### src/rtl/mips_mem_pkg.sv
// Shared types and constants for the MEM-stage byte-serial memory initiator.
package mips_mem_pkg;

    typedef enum logic [1:0] {
        IDLE = 2'd0,
        XFER = 2'd1,
        DONE = 2'd2
    } state_t;

    localparam int MEM_BYTE_W = 8;
    localparam int MEM_BEATS  = 4;
    localparam int CNT_W      = $clog2(MEM_BEATS);

endpackage

### src/rtl/mem_byte_initiator.sv
// Splits a 32-bit load/store into four little-endian byte beats on a byte-wide
// memory, assembling load data and freezing the pipeline until the word is done.
module mem_byte_initiator
    import mips_mem_pkg::*;
#(
    parameter int ADDR_W = 32,
    parameter int DATA_W = 32,
    parameter int BYTE_W = MEM_BYTE_W
) (
    input  logic              clk,
    input  logic              rst,
    input  logic              MEM_R_EN,
    input  logic              MEM_W_EN,
    input  logic [ADDR_W-1:0] Address,
    input  logic [DATA_W-1:0] Write_data,
    output logic              freeze,
    output logic [DATA_W-1:0] Data,
    output logic [ADDR_W-1:0] mem_addr,
    output logic [BYTE_W-1:0] mem_wdata,
    output logic              mem_r_en,
    output logic              mem_w_en,
    input  logic [BYTE_W-1:0] mem_rdata
);

    localparam int              BEATS = DATA_W / BYTE_W;
    localparam logic [CNT_W-1:0] LAST = CNT_W'(BEATS - 1);

    state_t            state_q, state_d;
    logic [CNT_W-1:0]  cnt_q, cnt_d;
    logic [ADDR_W-1:0] base_q, base_d;
    logic [DATA_W-1:0] wdata_q, wdata_d;
    logic              wr_q, wr_d;
    logic [DATA_W-1:0] data_q, data_d;
    logic              req;
    int                lane;

    always_comb begin
        state_d   = state_q;
        cnt_d     = cnt_q;
        base_d    = base_q;
        wdata_d   = wdata_q;
        wr_d      = wr_q;
        data_d    = data_q;
        freeze    = 1'b0;
        mem_addr  = '0;
        mem_wdata = '0;
        mem_r_en  = 1'b0;
        mem_w_en  = 1'b0;
        req       = MEM_R_EN | MEM_W_EN;
        lane      = int'(cnt_q) * BYTE_W;

        case (state_q)
            IDLE: begin
                freeze = req;
                if (req) begin
                    // Low address bits are dropped: every access is a whole aligned word.
                    base_d  = Address & ~ADDR_W'(BEATS - 1);
                    wdata_d = Write_data;
                    wr_d    = MEM_W_EN;
                    cnt_d   = '0;
                    state_d = XFER;
                end
            end
            XFER: begin
                freeze   = 1'b1;
                mem_addr = base_q + ADDR_W'(cnt_q);
                if (wr_q) begin
                    mem_w_en  = 1'b1;
                    mem_wdata = wdata_q[lane +: BYTE_W];
                end else begin
                    mem_r_en               = 1'b1;
                    data_d[lane +: BYTE_W] = mem_rdata;
                end
                cnt_d = cnt_q + 1'b1;
                if (cnt_q == LAST) begin
                    state_d = DONE;
                end
            end
            DONE: begin
                state_d = IDLE;
            end
            default: begin
                state_d = IDLE;
            end
        endcase

        // Stall must never be asserted while the block is held in reset.
        if (!rst) begin
            freeze = 1'b0;
        end
    end

    always_ff @(posedge clk or negedge rst) begin
        if (!rst) begin
            state_q <= IDLE;
            cnt_q   <= '0;
            base_q  <= '0;
            wdata_q <= '0;
            wr_q    <= 1'b0;
            data_q  <= '0;
        end else begin
            state_q <= state_d;
            cnt_q   <= cnt_d;
            base_q  <= base_d;
            wdata_q <= wdata_d;
            wr_q    <= wr_d;
            data_q  <= data_d;
        end
    end

    assign Data = data_q;

endmodule

### config.mk
export PLATFORM = sky130hd
export DESIGN_NAME = mem_byte_initiator
export DESIGN_NICKNAME = d
export VERILOG_FILES = /design/src/rtl/mips_mem_pkg.sv /design/src/rtl/mem_byte_initiator.sv
export SDC_FILE = /design/constraint.sdc
export NUM_CORES = 1
export LEC_CHECK = 0
export CORE_MARGIN = 3
export CORE_UTILIZATION = 45
export DETAILED_ROUTE_END_ITERATION = 12
export HOLD_SLACK_MARGIN = 0.03
export PLACE_DENSITY_LB_ADDON = 0.1
export SYNTH_ARGS = -nofsm -noshare
export SYNTH_HDL_FRONTEND = slang
export SYNTH_SLANG_ARGS = --single-unit
### constraint.sdc
create_clock -name clk -period 3.55 [get_ports clk]
set_input_delay 0.355 -clock clk [delete_from_list [all_inputs] [get_ports clk]]
set_output_delay 0.355 -clock clk [all_outputs]
set_load 0.01 [all_outputs]
==> flow_summary.ini, run 1 <==
[logic_synthesis]
ys_types = 24
syn_area_sq_mm = 0.00435
synth_top_area_cell = dfrtp_1
synth_warnings = 0
synth_cells = 295
synth.top_cell.area_share_pct = 57.0
syn_nets = 377
ys_seq_area_share_pct = 57.0
synth_area_leaders = dfrtp_1, mux2_2, a22o_1, and2_1, mux4_2
avgSynthCellArea_sq_um = 14.7
synth_seq_cells = 99

[clock_network]
cts_buffer_depth = 2
cts_tree = yes
cts_resized = 0
cts.clk_slew.worst_paths_ns = 0.10
insertion_delay_ns = 0.35
cts_made_buffers = 9
clockRootBuffer = clkbuf_8
htree_levels = 3
clock-sinks = 99

[grt]
grt_pass1_vias = 3139
grt_pass1_wl_mm = 16.6
grt_use_total_pct = 18.9
grt-ovfl-total = 0
grt_max_degree = 86
antenna_found_initial = 0

[floorplan]
die_area_sq_mm = 0.0109
die_x_um = 104
start_util_pct = 46.6
num_io_pins = 151
rows = 35
coreArea_sq_mm = 0.00933
die_h_um = 104

[sta]
finalCriticalPeriod_ns = 2.91
tns_ns = 0
setup_ws_ns = 0.643
fin_skew_ns = 0.00833
slew_violations = 0
rsz0062_at_grt = false
max_freq_mhz = 344
hold_viol = 0
slew-limit-headroom_pct = 30.6
setup-violations-final = 0
finalCritPeriodShare_pct = 81.9
worst_pin_slew_ns = 1.04
whs_ns = 0.414

[setup_path]
crit_buf_inv = 2
endpoint_kind = output port
path_max_fanout = 12
startpoint_type = flop
crit_slowest_cell = dfrtp_1
arrival_ns = 2.55
crit_required_ns = 3.19
crit_family = flip-flops
crit_path_max_incr_delay_ns = 0.75
crit_type = reg2out
crit_path_cell_trace = buf_4 > mux4_2 > and3_1 > clkdlybuf4s50_1

[run]
maxCapViolCount = 0

[layout]
final_common_cell = clkdlybuf4s50_1
drive_gt1_share_pct = 21.3
nets = 523
n_antenna_cell = 0
fin_cells = 575
nFillCells = 743
area_growth_pct = 40.8
final_cell_mix = clkdlybuf4s50_1, dfrtp_1, mux2_2, and2_1, a22o_1
final_core_util_pct = 65.6

[power]
internal_power_mw = 3.74
power_frac_comb_pct = 49.9
power_density_mw_per_mm2 = 905
clkPwrFrac_pct = 13.6
leakage_nw = 2.57
p_sw_share_pct = 32.5
ir_drop_mv = 0.421
power_frac_seq_pct = 36.5
switching_power_mw = 1.80

[drt]
ant_nets = 0
drt-initial-drc-count = 94
wl_per_cell_um = 17.0
drtPass1Iterations = 4
vias = 2980
route.detailed.drc = 0
avgViaCountPerCell = 5.18
routed_wl_mm = 9.80

[status]
status = complete, no violations

[placed_design]
dp_cells = 558
place_ws_ns = 0.941
gp_congestion = 0.752
place_hpwl_mm = 6.96
io_buffers = 148

[worst_hold_path]
min_path_type = in2async
[final timing paths]
path | startpoint | cells past startpoint | end | slack (ns)
min in group clk | base_q[3]$_DFFE_PN0P_ | 1 | base_q[3]$_DFFE_PN0P_ | 0.51
worst max register to register | cnt_q[0]$_DFFE_PN0P_ | 5 | Data[0]$_DFFE_PN0P_ | 0.95
worst min register to register | base_q[3]$_DFFE_PN0P_ | 1 | base_q[3]$_DFFE_PN0P_ | 0.51
worst max-delay path | cnt_q[0]$_DFFE_PN0P_ | 4 | mem_wdata[5] | 0.64
worst min-delay path | rst | 2 | base_q[14]$_DFFE_PN0P_ | 0.41
max in group asynchronous | rst | 3 | wdata_q[21]$_DFFE_PN0P_ | 1.84
[routing by layer]
metal / routed length (um) / up-vias / track usage (%)
li1: - / 1369 / -
met1: 4240 / 1502 / 24.9
met2: 4870 / 95 / 30.8
met3: 522 / 14 / 5.40
met4: 167 / 0 / 5.03
met5: 0 / - / 0
[cell usage after synthesis (all sizes together)]
cell     instances
nand2            4
and2            33
inv              3
nor4             1
nor3             1
and3             8
ha               6
clkbuf           6
o21a             1
nor2b            1
dfrtp           99
nand4bb          4
buf             12
a22o            33
mux2            62
nor2             6
mux4             8
o21bai           1
or2b             1
nor4b            3
o21ai            2
[worst register-to-register path: stages (launching register included)]
cell and delay [ns]:
dfrtp_1 0.62, inv_1 0.34, ha_1 0.30, nand4bb_1 0.44, nor4b_4 0.63, a22o_1 0.22
[flip-flops by register name (all words and copies together) (netlist names)]
signal   flops
base_q      30
Data        32
wr_q         1
state_q      2
cnt_q        2
wdata_q     32
[repair_timing]
| item | 4_1_cts | 5_1_grt |
|---|---|---|
| hold buffers | 1 | 0 |
| endpoints found under the hold margin | 14 | 0 |
| buffers inserted | 0 | 0 |
[power groups by stage]
stage | combinational (mW) | clock (mW) | sequential (mW)
6_report | 2.76 | 0.753 | 2.02
5_1_grt | 2.98 | 0.835 | 2.11
4_1_cts | 2.81 | 0.776 | 2.03
3_5_place_dp | 2.80 | 0 | 2.05
3_3_place_gp | 2.75 | 0 | 2.02
2_1_floorplan | 1.59 | 0 | 1.99
[per-stage QoR]
step	cell area (sq um)	total power, mW
5_1_grt	6120	5.93
3_3_place_gp	5900	4.78
4_1_cts	6120	5.62
6_report	6120	5.54
2_1_floorplan	4350	3.58
3_5_place_dp	5900	4.85
[final cells by class]
class	count	area [sq um]	area share [%]
inverters	3	11.3	0.184
flip-flops and latches	99	2480	40.5
clock inverters	6	68.8	1.12
repair buffers	153	1530	25.0
multi-input cells	175	1730	28.3
clock buffers	10	138	2.25
well taps	129	161	2.64
[cell families (layout without fill, tap and decap cells)]
logic type	after synthesis	count (layout)	share of synthesized area [%]
DFF	99	99	57.0
muxes	70	70	20.4
and+or+nand+nor	62	62	10.4
AOI/OAI and AO/OA	37	37	7.23
buffers and inverters	21	172	3.28
adders and majority gates	6	6	1.73
(Power assumes the default switching activity.)
==> run 2: changes to the inputs <==
Clock period 3.55 ns to 2.9 ns, I/O delays scaled along.
==> flow_summary.ini, run 2 (synthesis results as in run 1) <==
[drt]
drtPass1Iterations = 4
wl_per_cell_um = 16.8
routed_wl_mm = 9.76
route.detailed.drc = 0
avgViaCountPerCell = 5.07
vias = 2937
ant_nets = 0
drt-initial-drc-count = 62

[setup_path]
regToRegStartpoint = cnt_q[1]$_DFFE_PN0P_
crit_slowest_cell = mux4_1
endpoint_kind = output port
crit_type = reg2out
startpoint_type = flop
path_max_fanout = 15
crit_path_max_incr_delay_ns = 0.59
r2r_cells = 4
crit_required_ns = 2.61
crit_path_cell_trace = buf_4 > mux4_1 > and3_1 > clkdlybuf4s50_1
arrival_ns = 2.24
crit_family = buffers and inverters
crit_buf_inv = 2
timing.rr.end = Data[30]$_DFFE_PN0P_
regToRegSetupSlack_ns = 0.58

[clock_network]
cts_tree = yes
cts_made_buffers = 9
clockRootBuffer = clkbuf_8
htree_levels = 3
cts.clk_slew.worst_paths_ns = 0.10
cts_buffer_depth = 2
insertion_delay_ns = 0.36
cts_resized = 0
clock-sinks = 99

[placed_design]
place_hpwl_mm = 6.99
gp_congestion = 0.742
dp_cells = 562
placed_cell_area_sq_mm = 0.00593
io_buffers = 148

[layout]
nets = 527
final_cell_mix = clkdlybuf4s50_1, dfrtp_1, mux2_2, and2_1, a22o_1
n_antenna_cell = 0
fin_cells = 579
drive_gt1_share_pct = 22.0
final_common_cell = clkdlybuf4s50_1
fin_area_sq_mm = 0.00613
nFillCells = 795
area_growth_pct = 41.0
final_core_util_pct = 65.7

[sta]
setup-violations-final = 0
whs_ns = 0.503
tns_ns = 0
finalCritPeriodShare_pct = 87.3
rsz0062_at_grt = false
finalCriticalPeriod_ns = 2.53
slew_violations = 0
fin_skew_ns = 0.0155
max_freq_mhz = 395
slew-limit-headroom_pct = 56.2
hold_viol = 0
worst_pin_slew_ns = 0.658

[grt]
grt_pass1_vias = 3179
antenna_found_initial = 0
grt-ovfl-total = 0
grt_max_degree = 53
grt_use_total_pct = 18.9
grt_pass1_wl_mm = 16.5

[floorplan]
die_h_um = 104
coreArea_sq_mm = 0.00933
die_area_sq_mm = 0.0109
rows = 35
start_util_pct = 46.6
die_x_um = 104
num_io_pins = 151

[run]
maxCapViolCount = 0

[worst_hold_path]
min_path_type = reg2reg
hold_path_depth = 1
hold_end = base_q[31]$_DFFE_PN0P_
hold_start = base_q[31]$_DFFE_PN0P_

[power]
ir_drop_mv = 0.561
power_density_mw_per_mm2 = 1100
leakage_nw = 2.58

[status]
status = complete, no violations
run 2: where the power goes:
group	internal [mW]	switching, mW	total [mW]
clock	0.329	0.505	0.834
combinational	2.12	1.32	3.45
sequential	2.05	0.386	2.44
total	4.50	2.22	6.72
run 2: per-stage QoR:
step / setup WS (ns) / power (mW)
after floorplan: 0.908 / 4.38
after global placement: 0.608 / 5.88
after detailed placement: 0.542 / 5.97
after CTS: 0.336 / 6.81
after global routing: 0.239 / 7.17
final: 0.369 / 6.72
run 2: worst max path at each step:
stage                     depth (start not counted)            startpoint              endpoint  slack, ns
after floorplan                                   6  cnt_q[1]$_DFFE_PN0P_  Data[16]$_DFFE_PN0P_       0.91
after global placement                            4  cnt_q[1]$_DFFE_PN0P_  Data[24]$_DFFE_PN0P_       0.61
after detailed placement                          4  cnt_q[1]$_DFFE_PN0P_  Data[28]$_DFFE_PN0P_       0.54
after CTS                                         4  cnt_q[0]$_DFFE_PN0P_          mem_wdata[7]       0.34
after global routing                              4  cnt_q[0]$_DFFE_PN0P_          mem_wdata[7]       0.24
final                                             4  cnt_q[0]$_DFFE_PN0P_          mem_wdata[7]       0.37
run 2: worst reg2reg max path, stage by stage (launching register included):
cell	delay, ns
dfrtp_1	0.69
ha_1	0.24
nand4bb_1	0.45
nor4b_4	0.66
a22o_1	0.22
run 2: final cells by class:
type                    instances  area, sq um  area share [%]
flip-flops and latches         99         2480            40.4
multi-input cells             175         1730            28.2
repair buffers                157         1560            25.5
well taps                     129          161            2.63
clock buffers                   9          124            2.02
clock inverters                 7         61.3            1.00
inverters                       3         11.3           0.184
run 2: timing repair:
action                     4_1_cts  5_1_grt
hold buffers                     1        0
hold endpoints to repair        21        0
setup endpoints to repair        0        0
setup buffers                    0        0
run 2: layer usage:
layer  vias up  wire length (um)  track usage [%]
met5         -                 0                0
met4         0               102             4.56
met3         9               518             5.09
met2        87              4870             31.2
met1      1474              4260             24.9
li1       1367                 -                -
==> run 3: changes to the inputs <==
Settings changed: GPL_TIMING_DRIVEN from default to 0.
==> flow_summary.ini, run 3 (synthesis results as in run 1) <==
[clock_network]
clockRootBuffer = clkbuf_8
cts_setup_buffers = 0
insertion_delay_ns = 0.35
cts_made_buffers = 9
cts_tree = yes
cts.clk_slew.worst_paths_ns = 0.11
clock-sinks = 99
htree_levels = 3
cts_buffer_depth = 2

[sta]
finalCritPeriodShare_pct = 93.5
fin_skew_ns = 0.0192
whs_ns = 0.497
max_freq_mhz = 369
setup-violations-final = 0
worst_pin_slew_ns = 0.662
slew_violations = 0
slew-limit-headroom_pct = 55.9
rsz0062_at_grt = false
hold_viol = 0
finalCriticalPeriod_ns = 2.71

[layout]
drive_gt1_share_pct = 22.3
nFillCells = 720
final_cell_mix = clkdlybuf4s50_1, dfrtp_1, mux2_2, and2_1, a22o_1
final_common_cell = clkdlybuf4s50_1
nets = 538
n_antenna_cell = 0
final_core_util_pct = 66.9
area_growth_pct = 43.7

[power]
ir_drop_mv = 0.493
leakage_nw = 2.64
total_power_mw = 6.93
power_density_mw_per_mm2 = 1110

[setup_path]
crit_slowest_cell = clkdlybuf4s50_1
path_max_fanout = 51
crit_path_max_incr_delay_ns = 0.55
regToRegStartpoint = cnt_q[1]$_DFFE_PN0P_
crit_path_cell_trace = dlygate4sd3_1 > buf_4 > buf_16 > and2_1 > clkdlybuf4s50_1
startpoint_type = input pin
setup.worst_path.start = rst
r2r_cells = 6
endpoint_kind = output port
arrival_ns = 2.42
crit_type = in2out
crit_required_ns = 2.61

[drt]
vias = 3014
route.detailed.drc = 0
wl_per_cell_um = 16.7
avgViaCountPerCell = 5.11
routed_wl_mm = 9.86
drt-initial-drc-count = 78
ant_nets = 0
drtPass1Iterations = 4

[grt]
grt_use_total_pct = 18.6
grt_pass1_vias = 3146
grt-ovfl-total = 0
antenna_found_initial = 0
grt_max_degree = 52
grt_pass1_wl_mm = 16.2

[floorplan]
die_area_sq_mm = 0.0109
start_util_pct = 46.6
die_h_um = 104
rows = 35
die_x_um = 104
coreArea_sq_mm = 0.00933
num_io_pins = 151

[placed_design]
io_buffers = 148
gp_congestion = 0.724
place_hpwl_mm = 7.27

[status]
status = complete, no violations

[run]
maxCapViolCount = 0

[worst_hold_path]
min_path_type = in2async
[run 3: changes by cell type in the layout (fill, tap and decap cells not counted), sizes merged]
cell / change
buf: +5
clkbuf: +6
clkinvlp: -1
bufinv: +2
clkinv: -1
[run 3: final timing paths]
check,endpoint,slack (ns)
worst max-delay path,freeze,0.19
worst min-delay path,Data[19]$_DFFE_PN0P_,0.50
worst max register to register,Data[22]$_DFFE_PN0P_,0.40
min in group clk,base_q[9]$_DFFE_PN0P_,0.50
worst min register to register,base_q[9]$_DFFE_PN0P_,0.50
max in group asynchronous,cnt_q[0]$_DFFE_PN0P_,1.72
[run 3: through the flow]
step                cells  instance area, sq um  setup slack, ns  TNS [ns]
CTS                   590                  6240           0.0998         0
finish                590                  6240            0.190         0
detailed placement    573                  6010            0.356         0
floorplan             295                  4350            0.908         0
global placement      572                  5990            -2.40   -215.02
global route          590                  6240           0.0113         0
[run 3: critical path: cells and delay by family]
family | cells | cell delay [ns]
simple gates | 1 | 0.17
buf+inv | 4 | 1.93
[run 3: area by class of cell]
| type | instances | area (sq um) | share of cell area (%) |
|---|---|---|---|
| sequential | 99 | 2480 | 39.7 |
| clock inverter | 7 | 96.3 | 1.54 |
| clock buffer | 9 | 124 | 1.98 |
| multi-input combinational | 175 | 1730 | 27.6 |
| inverter | 3 | 11.3 | 0.180 |
| tap | 129 | 161 | 2.58 |
| buffer | 18 | 133 | 2.12 |
| timing repair buffer | 150 | 1520 | 24.3 |
[run 3: per-layer routing]
metal  GRT usage, %  share of wire (%)
met5              0                  0
met4           5.32                1.1
met2           30.5                 48
met3           4.59                5.7
met1           24.7                 45
[run 3: what timing repair did]
| action | 4_1_cts | 5_1_grt |
|---|---|---|
| gates resized for setup | 0 | 2 |
| hold buffers | 1 | 0 |
| setup endpoints to repair | 0 | 6 |
| endpoints found under the hold margin | 49 | 0 |
[run 3: report_power, final]
group	internal (mW)	switching [mW]	total (mW)
logic	2.17	1.38	3.55
registers	2.05	0.355	2.41
clock network	0.493	0.481	0.974
total	4.72	2.22	6.93
==> RTL edit 1 (config.mk and constraints of run 3) <==
Take the reset off `data_q` and load it in a clocked block of its own.
--- a/src/rtl/mem_byte_initiator.sv
+++ b/src/rtl/mem_byte_initiator.sv
@@ -97,15 +97,17 @@
             base_q  <= '0;
             wdata_q <= '0;
             wr_q    <= 1'b0;
-            data_q  <= '0;
         end else begin
             state_q <= state_d;
             cnt_q   <= cnt_d;
             base_q  <= base_d;
             wdata_q <= wdata_d;
             wr_q    <= wr_d;
-            data_q  <= data_d;
         end
+    end
+
+    always_ff @(posedge clk) begin
+        data_q <= data_d;
     end
 
     assign Data = data_q;
Function: differs if rst is asserted again (counterexample within 4 cycles, from zero or initial values and one cycle with rst low); with rst held inactive, the same outputs for 10 cycles.
==> RTL edit 1 against run 3 <==
- worst setup slack improved by 0.097 ns
- critical endpoint is now mem_wdata[5]
- power fell by 1.8%
- count of clock-buffer cells in the layout rose by 1
- routed wire length fell by 0.54%
- area after synthesis rose by 5.4%
- non-clock buffer count fell by 7
- die area rose by 5.0%
- design area rose by 3.1%
- cell count rose by 0.85%
- core utilization fell by 1.4 points
- sequential cell count did not move
- synthesized cell count rose by 1.0%
==> RTL edit 1: results (changes against run 3) <==
drt_iter0_markers: 87  # +12%
worstReg2RegEnd: "Data[27]$_DFFE_PP_"
grt_pass1_wl_um: 15500  # -4.4%
worstPathMaxFanout: 9  # -82%
critPathLaunch: "state_q[1]$_DFFE_PN0P_"
rr_startpoint: "cnt_q[0]$_DFFE_PN0P_"
ys_types: 30  # +25%
min_path_type: "input pin to async pin"
nets: 539  # +0.19%
worstPathArrival_ns: 2.32  # -0.10 ns
irDropWorstVdd_uv: 494  # +0.24%
relSlewSlack_pct: 40.2  # -16 points
p_sw_w: 0.00213  # -3.8%
final.fill_count: 780  # +8.3%
crit_end: "mem_wdata[5]"
drt_wl_total_um: 9810  # -0.54%
fin_skew_ns: 0.00873  # -0.0105 ns
dp.final_hpwl_um: 7150  # -1.7%
rr_worst_depth: 4  # -2
via_count: 2845  # -5.6%
post_route_cells_drive_above_1_share_pct: 19.7  # -2.6 points
worstSkewPairLatency_ns: 0.37  # +0.02 ns
synth-edff-count: 32  # +32
synthTopCellsByArea: "dfrtp_1 37%, edfxtp_1 21%, mux2_4 19%, and2_1 9.3%, mux2i_1 3.5%"
status: "finished, final reports clean"
grt_pass1_vias: 2966  # -5.7%
RTL edit 1: worst min-delay path by stage:
| stage | slack (ns) | endpoint | depth (start not counted) |
|---|---|---|---|
| floorplan | -0.006 | base_q[10]$_DFFE_PN0P_ | 0 |
| global placement | 0.48 | base_q[17]$_DFFE_PN0P_ | 1 |
| detailed placement | 0.46 | base_q[29]$_DFFE_PN0P_ | 1 |
| CTS | 0.06 | base_q[24]$_DFFE_PN0P_ | 1 |
| global route | 0.09 | wdata_q[3]$_DFFE_PN0P_ | 1 |
| finish | 0.03 | wdata_q[15]$_DFFE_PN0P_ | 1 |
RTL edit 1: cell type report:
type	instances	area (um2)	share of cell area, %
flip-flops and latches	99	2640	40.9
clock buffers	10	128	1.98
repair buffers	148	1480	23.0
clock inverters	6	90.1	1.40
well taps	133	166	2.58
inverters	2	7.51	0.117
multi-input cells	184	1770	27.5
plain buffers	13	160	2.49
RTL edit 1: per-stage QoR:
stage | std cells | total power, W | setup WS (ns) | hold WS [ns] | cell area (um2)
finish | 595 | 0.00681 | 0.286 | 0.0261 | 6440
global route | 595 | 0.00724 | 0.105 | 0.0911 | 6440
CTS | 595 | 0.00691 | 0.221 | 0.0624 | 6440
detailed placement | 579 | 0.00593 | 0.632 | 0.465 | 6220
global placement | 579 | 0.00583 | -1.37 | 0.484 | 6230
floorplan | 298 | 0.00453 | 1.32 | -0.00559 | 4580
RTL edit 1: power by group through the flow:
stage                     registers, W  logic (W)  clock network (W)
final                          0.00235    0.00350           0.000957
after global routing           0.00242    0.00378            0.00103
after CTS                      0.00235    0.00357           0.000984
after detailed placement       0.00238    0.00355                  0
after global placement         0.00234    0.00348                  0
after floorplan                0.00232    0.00221                  0
RTL edit 1: layer usage:
metal / part of all wire [%] / vias to the layer above / global-route usage (%)
met5: 0 / - / 0
met4: 2.0 / 0 / 7.49
met3: 6.5 / 12 / 3.61
met2: 48 / 94 / 28.7
met1: 43 / 1386 / 23.3
li1: - / 1353 / -
RTL edit 1: worst register-to-register path, stage by stage (launching register included):
cell and delay (ns):
dfrtp_1 0.45, inv_1 0.16, ha_1 0.38, nor4_2 0.63
and2_1 0.22
RTL edit 1: cells by family after synthesis:
group           synth area share, %
fa+ha+maj                      1.64
flops                          57.6
simple gates                   11.7
compound gates                 1.83
mux                            23.6
buf+inv                        3.66
==> RTL edit 2 (flow settings as in run 3) <==
Without the edit above. `MEM_BEATS`: 4 -> 2.
--- a/src/rtl/mips_mem_pkg.sv
+++ b/src/rtl/mips_mem_pkg.sv
@@ -8,7 +8,7 @@
     } state_t;
 
     localparam int MEM_BYTE_W = 8;
-    localparam int MEM_BEATS  = 4;
+    localparam int MEM_BEATS  = 2;
     localparam int CNT_W      = $clog2(MEM_BEATS);
 
 endpackage
Formal check against the unedited RTL: not equivalent (Yosys sat finds a counterexample within 4 cycles, from zero or initial values and one cycle with rst low).
==> RTL edit 2 against run 3 <==
- worst hold slack got worse by 0.44 ns
- count of clock-buffer cells in the layout rose by 1
- via count down 29%
- die area decreased by 26%
- worst setup slack improved by 0.047 ns
- sequential power down 31%
- fmax grew 1.8%
- sequential share of layout area down 4.7 points
- power fell by 23%
- sequential cell count down 33
- design area fell by 24%
- routed wire length shrank 29%
- largest power group unchanged
- area after synthesis decreased by 28%
==> RTL edit 2: results (changes against run 3) <==
synthTopCellsByCount: "66 x dfrtp_1, 40 x mux2_4, 32 x and2_1"
seq_area_frac_synth_pct: 52.5  # -4.5 points
postPlaceCellArea_um2: 4470  # -26%
drt_iter0_markers: 60  # -23%
fin_skew_ns: 0.00909  # -0.0102 ns
worstPathMaxFanout: 9  # -82%
leakagePower_nw: 2.10  # -20%
port_buffers: 115  # -22%
dp.final_hpwl_um: 4980  # -32%
largest_reg_flops: 30
grt_antenna_before_repair: 0  # unchanged
post_cts_resized: 0  # unchanged
grt_max_degree: 68  # +31%
gp_congestion: 0.696  # -3.9%
grt_usage_pct: 18.0  # -0.63 points
max_stage_delay_ns: 0.57  # +0.02 ns
drt_wl_total_um: 6980  # -29%
nets: 440  # -18%
grt_pass1_vias: 2218  # -29%
via_count: 2128  # -29%
tightest_slew_ns: 0.828  # +0.167 ns
ys_types: 24  # unchanged
path_clk_slew_ns: 0.08  # -0.03 ns
post_route_cells_drive_above_1_share_pct: 28.5  # +6.1 points
worstPathArrival_ns: 2.37  # -0.05 ns
grt_pass1_wl_um: 10800  # -33%
synthTopCellsByArea: "dfrtp_1 53%, mux2_4 19%, mux2_2 7.9%, and2_1 6.4%, buf_4 4.1%"
status: "finished, final reports clean"
irDropWorstVdd_uv: 608  # +23%
RTL edit 2: cell types whose count changed after synthesis, moves of 8 or more:
cell	change
mux2_4	+40
dfrtp_1	-33
and3_1	-8
buf_4	+15
mux2i_1	+8
mux2_2	-40
a22o_1	-32
RTL edit 2: cell families (layout without fill, tap and decap cells):
logic type             count (synthesis)  count (layout)  share of synthesized area (%)
multiplexers                          70              70                           29.5
flip-flops                            66              66                           52.5
AND/OR/NAND/NOR                       52              52                           10.2
buffers and inverters                 29             160                           6.72
AO/OA/AOI/OAI                          4               4                          0.915
other                                  1              17                          0.119
RTL edit 2: area by class of cell:
class                           count  area [um2]
Buffer                             28         208
Clock buffer                       10         138
Clock inverter                      6         114
Fill cell                         501        1850
Inverter                            1        3.75
Multi-Input combinational cell    143        1340
Sequential cell                    66        1650
Tap cell                           93         116
Timing Repair Buffer              115        1150
RTL edit 2: final timing paths:
| check | startpoint | to | slack (ns) | depth (start not counted) |
|---|---|---|---|---|
| max in group asynchronous | rst | base_q[11]$_DFFE_PN0P_ | 2.31 | 1 |
| max reg2reg | state_q[0]$_DFFE_PN0P_ | wdata_q[5]$_DFFE_PN0P_ | 1.26 | 5 |
| min in group clk | base_q[17]$_DFFE_PN0P_ | base_q[17]$_DFFE_PN0P_ | 0.50 | 1 |
| max | state_q[0]$_DFFE_PN0P_ | mem_wdata[7] | 0.24 | 4 |
| min | rst | wdata_q[14]$_DFFE_PN0P_ | 0.05 | 1 |
| min reg2reg | base_q[17]$_DFFE_PN0P_ | base_q[17]$_DFFE_PN0P_ | 0.50 | 1 |
RTL edit 2: layer usage:
metal,vias to the layer above,track usage [%],wire length [um]
met5,-,0,0
met4,0,7.58,139
met3,13,5.75,573
met2,92,29.5,3410
met1,1024,21.9,2850
li1,999,-,-
RTL edit 2: worst max-delay path: cells and delay by family, from the launching register on:
family | cells | cell delay, ns
buffers and inverters | 1 | 0.57
flip-flops | 1 | 0.46
AND/OR/NAND/NOR | 3 | 1.01
RTL edit 2: power by group:
group | switching, W | internal (W)
Combinational | 0.00102 | 0.00172
Clock | 0.000358 | 0.000596
Sequential | 0.000257 | 0.00140
Total | 0.00164 | 0.00371
RTL edit 2: stage by stage:
| stage | hold slack (ns) | setup WS [ns] | cells | setup TNS [ns] |
|---|---|---|---|---|
| 2_1_floorplan | -0.00559 | 1.45 | 238 | 0 |
| 3_3_place_gp | 0.483 | -1.27 | 446 | -45.21 |
| 3_5_place_dp | 0.447 | 0.602 | 446 | 0 |
| 4_1_cts | 0.0810 | 0.219 | 462 | 0 |
| 5_1_grt | 0.111 | 0.0784 | 462 | 0 |
| 6_report | 0.0539 | 0.236 | 462 | 0 |
